<file path="config.mk">
export PLATFORM = sky130hd
export DESIGN_NAME = sfx_sequencer
export DESIGN_NICKNAME = d
export VERILOG_FILES = /design/src/rtl/sfx_pkg.sv /design/src/rtl/tick_gen.sv /design/src/rtl/sfx_sequencer.sv
export SDC_FILE = /design/constraint.sdc
export NUM_CORES = 1
export LEC_CHECK = 0
export ABC_AREA = 1
export BUFFER_PORTS_ARGS = -buffer_cell sky130_fd_sc_hd__buf_2
export CORE_MARGIN = 3
export CORE_UTILIZATION = 50
export CTS_CLUSTER_DIAMETER = 80
export CTS_CLUSTER_SIZE = 10
export DETAILED_ROUTE_END_ITERATION = 10
export GPL_ROUTABILITY_DRIVEN = 0
export MAX_ROUTING_LAYER = met4
export PLACE_DENSITY = 0.75
export REMOVE_ABC_BUFFERS = 1
export SLEW_MARGIN = 25
export SYNTH_ARGS = -nofsm -noshare
export SYNTH_HDL_FRONTEND = slang
export SYNTH_SLANG_ARGS = --single-unit
</file>
<file path="constraint.sdc">
create_clock -name clk -period 2 [get_ports clk]
set_input_delay 0.4 -clock clk [delete_from_list [all_inputs] [get_ports clk]]
set_output_delay 0.4 -clock clk [all_outputs]
set_load 0.02 [all_outputs]
</file>
<file path="src/rtl/sfx_pkg.sv">
// Shared definitions for the sound-effect sequencer: register map, CTRL/STATUS bit
// positions, sequencer state type and the saturating sweep adder.
package sfx_pkg;

    localparam logic [3:0] ADDR_VCO1_LO  = 4'd0;
    localparam logic [3:0] ADDR_VCO1_HI  = 4'd1;
    localparam logic [3:0] ADDR_VCO2_LO  = 4'd2;
    localparam logic [3:0] ADDR_VCO2_HI  = 4'd3;
    localparam logic [3:0] ADDR_NOISE_LO = 4'd4;
    localparam logic [3:0] ADDR_NOISE_HI = 4'd5;
    localparam logic [3:0] ADDR_LFO_LO   = 4'd6;
    localparam logic [3:0] ADDR_LFO_HI   = 4'd7;
    localparam logic [3:0] ADDR_CTRL     = 4'd8;
    localparam logic [3:0] ADDR_MIXER    = 4'd9;
    localparam logic [3:0] ADDR_DURATION = 4'd10;
    localparam logic [3:0] ADDR_SWEEP    = 4'd11;
    localparam logic [3:0] ADDR_STATUS   = 4'd12;

    localparam int CTRL_VCO1_SEL      = 0;
    localparam int CTRL_VCO2_SEL      = 1;
    localparam int CTRL_NOISE_SEL     = 2;
    localparam int CTRL_LFO_SHIFT_LSB = 4;

    localparam int STATUS_BUSY = 0;
    localparam int STATUS_IRQ  = 1;

    typedef enum logic {
        ST_IDLE    = 1'b0,
        ST_PLAYING = 1'b1
    } seq_state_t;

    // Adds a signed 8-bit step to a 12-bit period, clamping to [0, 4095].
    function automatic logic [11:0] sat_add12(input logic [11:0] freq, input logic [7:0] step);
        logic signed [13:0] sum;
        sum = $signed({2'b00, freq}) + $signed({{6{step[7]}}, step});
        if (sum < 14'sd0) begin
            return 12'd0;
        end else if (sum > 14'sd4095) begin
            return 12'hFFF;
        end else begin
            return sum[11:0];
        end
    endfunction

endpackage

</file>
<file path="src/rtl/tick_gen.sv">
// Free-running prescaler: one-cycle tick every TICK_DIV clk cycles.
module tick_gen #(
    parameter int TICK_DIV = 16000
) (
    input  logic clk,
    input  logic reset,
    output logic tick
);

    localparam int CW = (TICK_DIV > 1) ? $clog2(TICK_DIV) : 1;
    localparam logic [CW-1:0] TERMINAL = CW'(TICK_DIV - 1);

    logic [CW-1:0] cnt;

    always_ff @(posedge clk) begin
        if (reset) begin
            cnt <= '0;
        end else if (cnt == TERMINAL) begin
            cnt <= '0;
        end else begin
            cnt <= cnt + CW'(1);
        end
    end

    assign tick = (cnt == TERMINAL);

endmodule

</file>
<file path="src/rtl/sfx_sequencer.sv">
// Sound-effect sequencer: host register file, note-duration FSM and optional vco1 sweep
// engine (compiled in with SFX_SWEEP_EN).
//   state      | meaning
//   ST_IDLE    | silent, mixer forced to 0
//   ST_PLAYING | mixer follows MIXER; counts ticks down unless DURATION was 0
module sfx_sequencer #(
    parameter int TICK_DIV = 16000
) (
    input  logic        clk,
    input  logic        reset,
    input  logic [3:0]  io_addr,
    input  logic [7:0]  io_wdata,
    input  logic        io_we,
    input  logic        io_re,
    output logic [7:0]  io_rdata,
    output logic [11:0] vco1_freq,
    output logic [11:0] vco2_freq,
    output logic [11:0] noise_freq,
    output logic [9:0]  lfo_freq,
    output logic        vco1_select,
    output logic        vco2_select,
    output logic        noise_select,
    output logic [2:0]  lfo_shift,
    output logic [3:0]  mixer,
    output logic        irq
);

    import sfx_pkg::*;

    logic       tick;
    seq_state_t state, state_next;
    logic [7:0] vco1_stage, vco2_stage, noise_stage, lfo_stage;
    logic [3:0] mixer_reg;
    logic [7:0] remaining;
    logic [7:0] sweep;
    logic       sweep_step;
    logic       busy;
    logic       wr_dur, wr_status, wr_vco1_hi, expire;
    logic [7:0] rdata_next;

    tick_gen #(.TICK_DIV(TICK_DIV)) u_tick_gen (
        .clk  (clk),
        .reset(reset),
        .tick (tick)
    );

    assign wr_dur     = io_we && (io_addr == ADDR_DURATION);
    assign wr_status  = io_we && (io_addr == ADDR_STATUS);
    assign wr_vco1_hi = io_we && (io_addr == ADDR_VCO1_HI);
    // A DURATION write landing on the final tick restarts the note instead of ending it.
    assign expire     = (state == ST_PLAYING) && tick && (remaining == 8'd1) && !wr_dur;

    always_ff @(posedge clk) begin
        if (reset) begin
            state <= ST_IDLE;
        end else begin
            state <= state_next;
        end
    end

    always_comb begin
        state_next = state;
        if (wr_dur) begin
            state_next = ST_PLAYING;
        end else if (expire) begin
            state_next = ST_IDLE;
        end
    end

    always_comb begin
        busy  = (state == ST_PLAYING);
        mixer = busy ? mixer_reg : 4'b0000;
    end

    always_ff @(posedge clk) begin
        if (reset) begin
            remaining <= 8'd0;
            irq       <= 1'b0;
        end else begin
            if (wr_dur) begin
                remaining <= io_wdata;
            end else if ((state == ST_PLAYING) && tick && (remaining != 8'd0)) begin
                remaining <= remaining - 8'd1;
            end
            if (expire) begin
                irq <= 1'b1;
            end else if (wr_status && io_wdata[STATUS_IRQ]) begin
                irq <= 1'b0;
            end
        end
    end

`ifdef SFX_SWEEP_EN
    always_ff @(posedge clk) begin
        if (reset) begin
            sweep <= 8'h00;
        end else if (io_we && (io_addr == ADDR_SWEEP)) begin
            sweep <= io_wdata;
        end
    end
    assign sweep_step = (state == ST_PLAYING) && tick;
`else
    assign sweep      = 8'h00;
    assign sweep_step = 1'b0;
`endif

    always_ff @(posedge clk) begin
        if (reset) begin
            vco1_stage   <= 8'h00;
            vco2_stage   <= 8'h00;
            noise_stage  <= 8'h00;
            lfo_stage    <= 8'h00;
            vco1_freq    <= 12'h000;
            vco2_freq    <= 12'h000;
            noise_freq   <= 12'h000;
            lfo_freq     <= 10'h000;
            vco1_select  <= 1'b0;
            vco2_select  <= 1'b0;
            noise_select <= 1'b0;
            lfo_shift    <= 3'd0;
            mixer_reg    <= 4'h0;
        end else begin
            if (io_we) begin
                case (io_addr)
                    ADDR_VCO1_LO:  vco1_stage  <= io_wdata;
                    ADDR_VCO2_LO:  vco2_stage  <= io_wdata;
                    ADDR_VCO2_HI:  vco2_freq   <= {io_wdata[3:0], vco2_stage};
                    ADDR_NOISE_LO: noise_stage <= io_wdata;
                    ADDR_NOISE_HI: noise_freq  <= {io_wdata[3:0], noise_stage};
                    ADDR_LFO_LO:   lfo_stage   <= io_wdata;
                    ADDR_LFO_HI:   lfo_freq    <= {io_wdata[1:0], lfo_stage};
                    ADDR_CTRL: begin
                        lfo_shift    <= io_wdata[CTRL_LFO_SHIFT_LSB +: 3];
                        noise_select <= io_wdata[CTRL_NOISE_SEL];
                        vco2_select  <= io_wdata[CTRL_VCO2_SEL];
                        vco1_select  <= io_wdata[CTRL_VCO1_SEL];
                    end
                    ADDR_MIXER:    mixer_reg   <= io_wdata[3:0];
                    default: ;
                endcase
            end
            // Host commit of vco1 takes priority over the sweep on a shared cycle.
            if (wr_vco1_hi) begin
                vco1_freq <= {io_wdata[3:0], vco1_stage};
            end else if (sweep_step) begin
                vco1_freq <= sat_add12(vco1_freq, sweep);
            end
        end
    end

    // DURATION reads back the live remaining-tick count.
    always_comb begin
        rdata_next = 8'h00;
        case (io_addr)
            ADDR_VCO1_LO:  rdata_next = vco1_freq[7:0];
            ADDR_VCO1_HI:  rdata_next = {4'h0, vco1_freq[11:8]};
            ADDR_VCO2_LO:  rdata_next = vco2_freq[7:0];
            ADDR_VCO2_HI:  rdata_next = {4'h0, vco2_freq[11:8]};
            ADDR_NOISE_LO: rdata_next = noise_freq[7:0];
            ADDR_NOISE_HI: rdata_next = {4'h0, noise_freq[11:8]};
            ADDR_LFO_LO:   rdata_next = lfo_freq[7:0];
            ADDR_LFO_HI:   rdata_next = {6'h00, lfo_freq[9:8]};
            ADDR_CTRL: begin
                rdata_next[CTRL_LFO_SHIFT_LSB +: 3] = lfo_shift;
                rdata_next[CTRL_NOISE_SEL]          = noise_select;
                rdata_next[CTRL_VCO2_SEL]           = vco2_select;
                rdata_next[CTRL_VCO1_SEL]           = vco1_select;
            end
            ADDR_MIXER:    rdata_next = {4'h0, mixer_reg};
            ADDR_DURATION: rdata_next = remaining;
            ADDR_SWEEP:    rdata_next = sweep;
            ADDR_STATUS: begin
                rdata_next[STATUS_IRQ]  = irq;
                rdata_next[STATUS_BUSY] = busy;
            end
            default:       rdata_next = 8'h00;
        endcase
    end

    always_ff @(posedge clk) begin
        if (reset) begin
            io_rdata <= 8'h00;
        end else if (io_re) begin
            io_rdata <= rdata_next;
        end
    end

endmodule

</file>
==> results of run 1 <==
==> area by class of cell <==
class	count	area [um2]	area share
Clock inverter	6	85.1	0.0131
Tap cell	136	170	0.0262
Sequential cell	120	2400	0.369
Multi-Input combinational cell	548	2520	0.387
Timing Repair Buffer	99	568	0.0873
Clock buffer	25	524	0.0806
Inverter	63	236	0.0364
==> worst max-delay path, delay by kind of cell (launching register included) <==
family	cells	cell delay [ns]
and+or+nand+nor	7	0.92
DFF	1	0.36
buffers and inverters	2	0.20
adders and majority gates	1	0.18
==> through the flow <==
step / setup slack (ns) / std cells
floorplan: 0.223 / 731
global placement: 0.223 / 966
detailed placement: 0.164 / 966
CTS: 0.168 / 997
global route: 0.0609 / 997
finish: 0.232 / 997
==> routing by layer <==
layer,part of all wire,vias to the layer above
met5,0,-
met4,0.029,0
met3,0.10,44
met2,0.45,306
met1,0.42,2555
li1,-,2689
==> layout by cell type (no fill, tap or decap), types with 5 or more instances in the layout <==
| master | count |
|---|---|
| a21oi_1 | 103 |
| nand2_1 | 194 |
| nor3_1 | 5 |
| o21ai_0 | 39 |
| dfxtp_1 | 120 |
| buf_2 | 80 |
| nand3_1 | 112 |
| inv_1 | 61 |
| xor2_1 | 6 |
| clkbuf_16 | 16 |
| clkbuf_8 | 9 |
| nor2_1 | 63 |
| nand4_1 | 7 |
| buf_4 | 17 |
==> report_power, final <==
| group | switching, mW | internal (mW) | total [mW] | leakage [nW] |
|---|---|---|---|---|
| Clock | 1.06 | 2.03 | 3.09 | 0.298 |
| Sequential | 0.0264 | 2.43 | 2.45 | 0.970 |
| Combinational | 0.260 | 0.0992 | 0.359 | 1.47 |
==> worst paths after layout <==
check	depth (start not counted)	end	slack (ns)	startpoint
worst max-delay path	10	remaining[6]$_SDFFE_PP0P_	0.23	u_tick_gen.cnt[0]$_SDFF_PP0_
worst min-delay path	3	vco1_stage[7]$_SDFFE_PP0P_	0.21	io_wdata[7]
worst max register to register	10	remaining[6]$_SDFFE_PP0P_	0.23	u_tick_gen.cnt[0]$_SDFF_PP0_
worst min register to register	1	u_tick_gen.cnt[0]$_SDFF_PP0_	0.45	u_tick_gen.cnt[0]$_SDFF_PP0_
==> what timing repair did <==
action,in CTS,in global routing
endpoints found under the hold margin,0,0
setup endpoints to repair,0,1
gates resized for setup,0,1
==> cells by family (layout without fill, tap and decap cells) <==
logic type / count (synthesis) / count (layout) / share of synthesized area
buffers and inverters: 103 / 193 / 0.0809
xor gates and xnor gates: 6 / 6 / 0.00982
adders and majority gates: 4 / 4 / 0.00935
DFF: 120 / 120 / 0.449
and+or+nand+nor: 392 / 392 / 0.313
AOI/OAI and AO/OA: 146 / 146 / 0.138
==> flow_metrics.env, run 1 <==
export IMPL_first_pass_iters=5
export IMPL_die_area_um2=12000
export IMPL_slowest_delay_ns=0.36
export IMPL_yosysSeqAreaShare=0.449
export IMPL_numClockSinks=120
export IMPL_start_kind="register"
export IMPL_cp_cell_sequence="ha_1 -> nand2_1 -> inv_1 -> nand2_1 -> nor2_4 -> nand3_2 -> nand2_1 -> inv_1 -> nor2_1 -> nor2_1"
export IMPL_die_h_um=109
export IMPL_synth_cell_types=29
export IMPL_drc=0
export IMPL_port_buffers=80
export IMPL_cts_tree="done"
export IMPL_hold_viol_final=0
export IMPL_synth_largest_area_cell="dfxtp_1"
export IMPL_avgSynthCellArea_um2=6.94
export IMPL_syn_to_final_growth_pct=21.5
export IMPL_path_common_cell="nand2_1"
export IMPL_leakage_nw=2.74
export IMPL_antenna_cells=0
export IMPL_syn_cell_area_um2=5350
export IMPL_setup_violations=0
export IMPL_grt_busiest_layer="met2"
export IMPL_cts_buffers=17
export IMPL_drtIter0Drc=514
export IMPL_grtUsageMet1=0.372
export IMPL_rsz0062_at_grt="no"
export IMPL_worstMarginPinSlew_ns=0.488
export IMPL_drive_above_1_share=0.161
export IMPL_status="finished clean"
export IMPL_synthCells=771
export IMPL_cp_required_ns=2.43
export IMPL_post_cts_buffers=0
export IMPL_antenna_found_initial=0
export IMPL_synth_warning_count=0
export IMPL_grt_max_degree=74
export IMPL_cp_arrival_ns=2.20
export IMPL_synth_seq_cells=120
export IMPL_yosysMostFrequentCell="nand2_1"
export IMPL_rows=37
export IMPL_placed_area_um2=5890
export IMPL_via_per_inst=5.61
export IMPL_ir_drop_mv=0.404
export IMPL_nets=869
export IMPL_fin_area_um2=6500
export IMPL_grt_usage=0.286
export IMPL_min_path_type="input pin to register"
export IMPL_fin_skew_ns=0.00480
export IMPL_wire_per_inst_um=16.1
export IMPL_clk_transition_reported_paths_ns=0.06
export IMPL_whs_ns=0.211
export IMPL_hpwlAfterDp_um=11200
export IMPL_period_share=0.884
export IMPL_cts_max_level=4
export IMPL_synth_top_cells_by_area="dfxtp_1, nand2_1, nand3_1, a21oi_1, nor2_1"
export IMPL_synth_edff_count=0
export IMPL_relSlewSlack=0.674
export IMPL_power_mw=5.90
export IMPL_root_buffer="clkbuf_8"
export IMPL_grt_ovfl_total=0
export IMPL_cts_hold_buf=0
export IMPL_largest_reg_flops=14
export IMPL_slew_violations=0
export IMPL_grtUsageMet2=0.423
export IMPL_cp_end_kind="register"
export IMPL_finalSetupTns_ns=0
export IMPL_grt_pass1_wl_um=25500
export IMPL_postLayoutCoreUtil=0.627
export IMPL_insertion_delay_ns=0.53
export IMPL_fmax_mhz=566
export IMPL_maxCapViolations=0
export IMPL_worstSetupPathType="register to register"
export IMPL_async_flop_share=0
export IMPL_cts_buffer_depth=2
export IMPL_ant_nets=0
export IMPL_grt_pass1_vias=4996
export IMPL_vias=5594
export IMPL_synth_top_area_frac=0.449
export IMPL_period_minus_slack_ns=1.77
export IMPL_yosys_top_cells_count="nand2_1, dfxtp_1, nand3_1"
export IMPL_crit_slowest_cell="dfxtp_1"
export IMPL_drt_total_wl_um=16100
export IMPL_start_util=0.516
export IMPL_p_per_area_nw_per_um2=907
export IMPL_largest_register="u_tick_gen.cnt"
export IMPL_die_x_um=109
export IMPL_n_fill_cell=956
export IMPL_io_pin_count=81
export IMPL_cp_max_fo=9
export IMPL_synth_ff_type="dfxtp_1"
export IMPL_grt_met3_usage=0.0828
export IMPL_core_um2=10400
No activity file was read; power rests on OpenSTA's default activity.
==> run 2, diff against run 1 <==
PLACE_DENSITY = default   (was 0.75)
PLACE_DENSITY_LB_ADDON = 0.05   (was default)
SLEW_MARGIN = default   (was 25)
==> flow_metrics.env, run 2 (synthesis results as in run 1) <==
export IMPL_largest_register="u_tick_gen.cnt"
export IMPL_leakage_nw=2.70
export IMPL_start_kind="register"
export IMPL_clk_transition_reported_paths_ns=0.06
export IMPL_setup_violations=0
export IMPL_first_pass_iters=5
export IMPL_place_ws_ns=0.127
export IMPL_ir_drop_mv=0.509
export IMPL_drive_above_1_share=0.161
export IMPL_ant_nets=0
export IMPL_cp_cell_sequence="nand2_1 -> inv_1 -> buf_2"
export IMPL_rsz0062_at_grt="no"
export IMPL_cp_startpoint="busy$_SDFFE_PP0P_"
export IMPL_antenna_cells=0
export IMPL_insertion_delay_ns=0.52
export IMPL_core_um2=10400
export IMPL_drt_total_wl_um=16900
export IMPL_fmax_mhz=553
export IMPL_grt_max_degree=68
export IMPL_nets=871
export IMPL_finalSetupTns_ns=0
export IMPL_most_common_layout_cells="nand2_1, dfxtp_1, nand3_1"
export IMPL_cts_buffers=17
export IMPL_cp_arrival_ns=1.41
export IMPL_via_per_inst=5.59
export IMPL_cts_max_level=4
export IMPL_fin_area_um2=6430
export IMPL_period_share=0.905
export IMPL_io_pin_count=81
export IMPL_root_buffer="clkbuf_8"
export IMPL_crit_end="mixer[0]"
export IMPL_wire_per_inst_um=16.9
export IMPL_hpwlAfterDp_um=11900
export IMPL_antenna_found_initial=0
export IMPL_r2r_slack_ns=0.25
export IMPL_p_per_area_nw_per_um2=856
export IMPL_reg2reg_to="remaining[6]$_SDFFE_PP0P_"
export IMPL_min_path_type="input pin to register"
export IMPL_largest_reg_flops=14
export IMPL_port_buffers=80
export IMPL_slowest_delay_ns=0.57
export IMPL_worstSetupPathType="register to primary output"
export IMPL_cts_tree="done"
export IMPL_placed_area_um2=5900
export IMPL_grt_pass1_vias=5132
export IMPL_reg2reg_depth=10
export IMPL_final_common_cell="nand2_1"
export IMPL_place_inst=968
export IMPL_cp_required_ns=1.60
export IMPL_die_h_um=109
export IMPL_grt_usage=0.301
export IMPL_finalNonFillerCells=999
export IMPL_die_area_um2=12000
export IMPL_cts_buffer_depth=2
export IMPL_slew_violations=0
export IMPL_n_fill_cell=1000
export IMPL_crit_slowest_cell="dfxtp_1"
export IMPL_cp_max_fo=9
export IMPL_r2r_start="u_tick_gen.cnt[0]$_SDFF_PP0_"
export IMPL_worstMarginPinSlew_ns=0.474
export IMPL_fin_skew_ns=0.00667
export IMPL_status="finished clean"
export IMPL_numClockSinks=120
export IMPL_period_minus_slack_ns=1.81
export IMPL_drc=0
export IMPL_post_cts_buffers=0
export IMPL_vias=5583
export IMPL_start_util=0.516
export IMPL_rows=37
export IMPL_die_x_um=109
export IMPL_setup_slack_ns=0.191
export IMPL_syn_to_final_growth_pct=20.1
export IMPL_cp_end_kind="primary output"
export IMPL_hold_viol_final=0
export IMPL_drtIter0Drc=457
export IMPL_grt_pass1_wl_um=26800
export IMPL_relSlewSlack=0.683
export IMPL_grt_ovfl_total=0
export IMPL_maxCapViolations=0
-- run 2: layout make-up --
type | count | area [um2] | area share
Clock buffer | 23 | 477 | 0.0742
Sequential cell | 120 | 2400 | 0.374
Tap cell | 136 | 170 | 0.0265
Inverter | 63 | 236 | 0.0368
Timing Repair Buffer | 101 | 571 | 0.0888
Multi-Input combinational cell | 548 | 2520 | 0.393
Clock inverter | 8 | 47.5 | 0.00740
-- run 2: timing repair --
action                     4_1_cts  5_1_grt
hold buffers                     0        0
resized for setup                0        2
setup endpoints to repair        0        3
-- run 2: worst min-delay path by stage --
stage / startpoint / to / slack, ns / cells after the start
global placement: u_tick_gen.cnt[0]$_SDFF_PP0_ / u_tick_gen.cnt[0]$_SDFF_PP0_ / 0.43 / 1
CTS: io_wdata[7] / noise_stage[7]$_SDFFE_PP0P_ / 0.24 / 3
detailed placement: u_tick_gen.cnt[0]$_SDFF_PP0_ / u_tick_gen.cnt[0]$_SDFF_PP0_ / 0.44 / 1
finish: io_wdata[7] / vco2_stage[7]$_SDFFE_PP0P_ / 0.25 / 3
global route: io_wdata[7] / noise_stage[7]$_SDFFE_PP0P_ / 0.26 / 3
floorplan: u_tick_gen.cnt[0]$_SDFF_PP0_ / u_tick_gen.cnt[0]$_SDFF_PP0_ / 0.42 / 1
-- run 2: per-layer routing --
metal  global-route usage  wire [um]  vias up
met5                    -          0        -
met4                0.109        442        0
met3               0.0599       1370       31
met2                0.446       7590      247
met1                0.408       7500     2607
li1                     -          -     2698
-- run 2: stage by stage --
stage                     power, mW  utilization  hold WS [ns]
after floorplan                2.66            -         0.418
after global placement         2.85        0.569         0.430
after detailed placement       2.86        0.569         0.437
after CTS                      5.51        0.619         0.237
after global routing           5.69        0.620         0.260
final                          5.50        0.620         0.250
-- run 2: power breakdown --
group	total (mW)	internal [mW]	leakage [nW]	switching, mW
sequential	2.46	2.43	0.970	0.0281
clock	2.68	1.63	0.255	1.05
combinational	0.366	0.0993	1.48	0.267
total	5.50	4.16	2.70	1.35
-- run 2: worst max-delay path: cells and delay by family (launching register included) --
family	cells	cell delay, ns
DFF	1	0.57
buffers and inverters	2	0.23
and+or+nand+nor	1	0.10
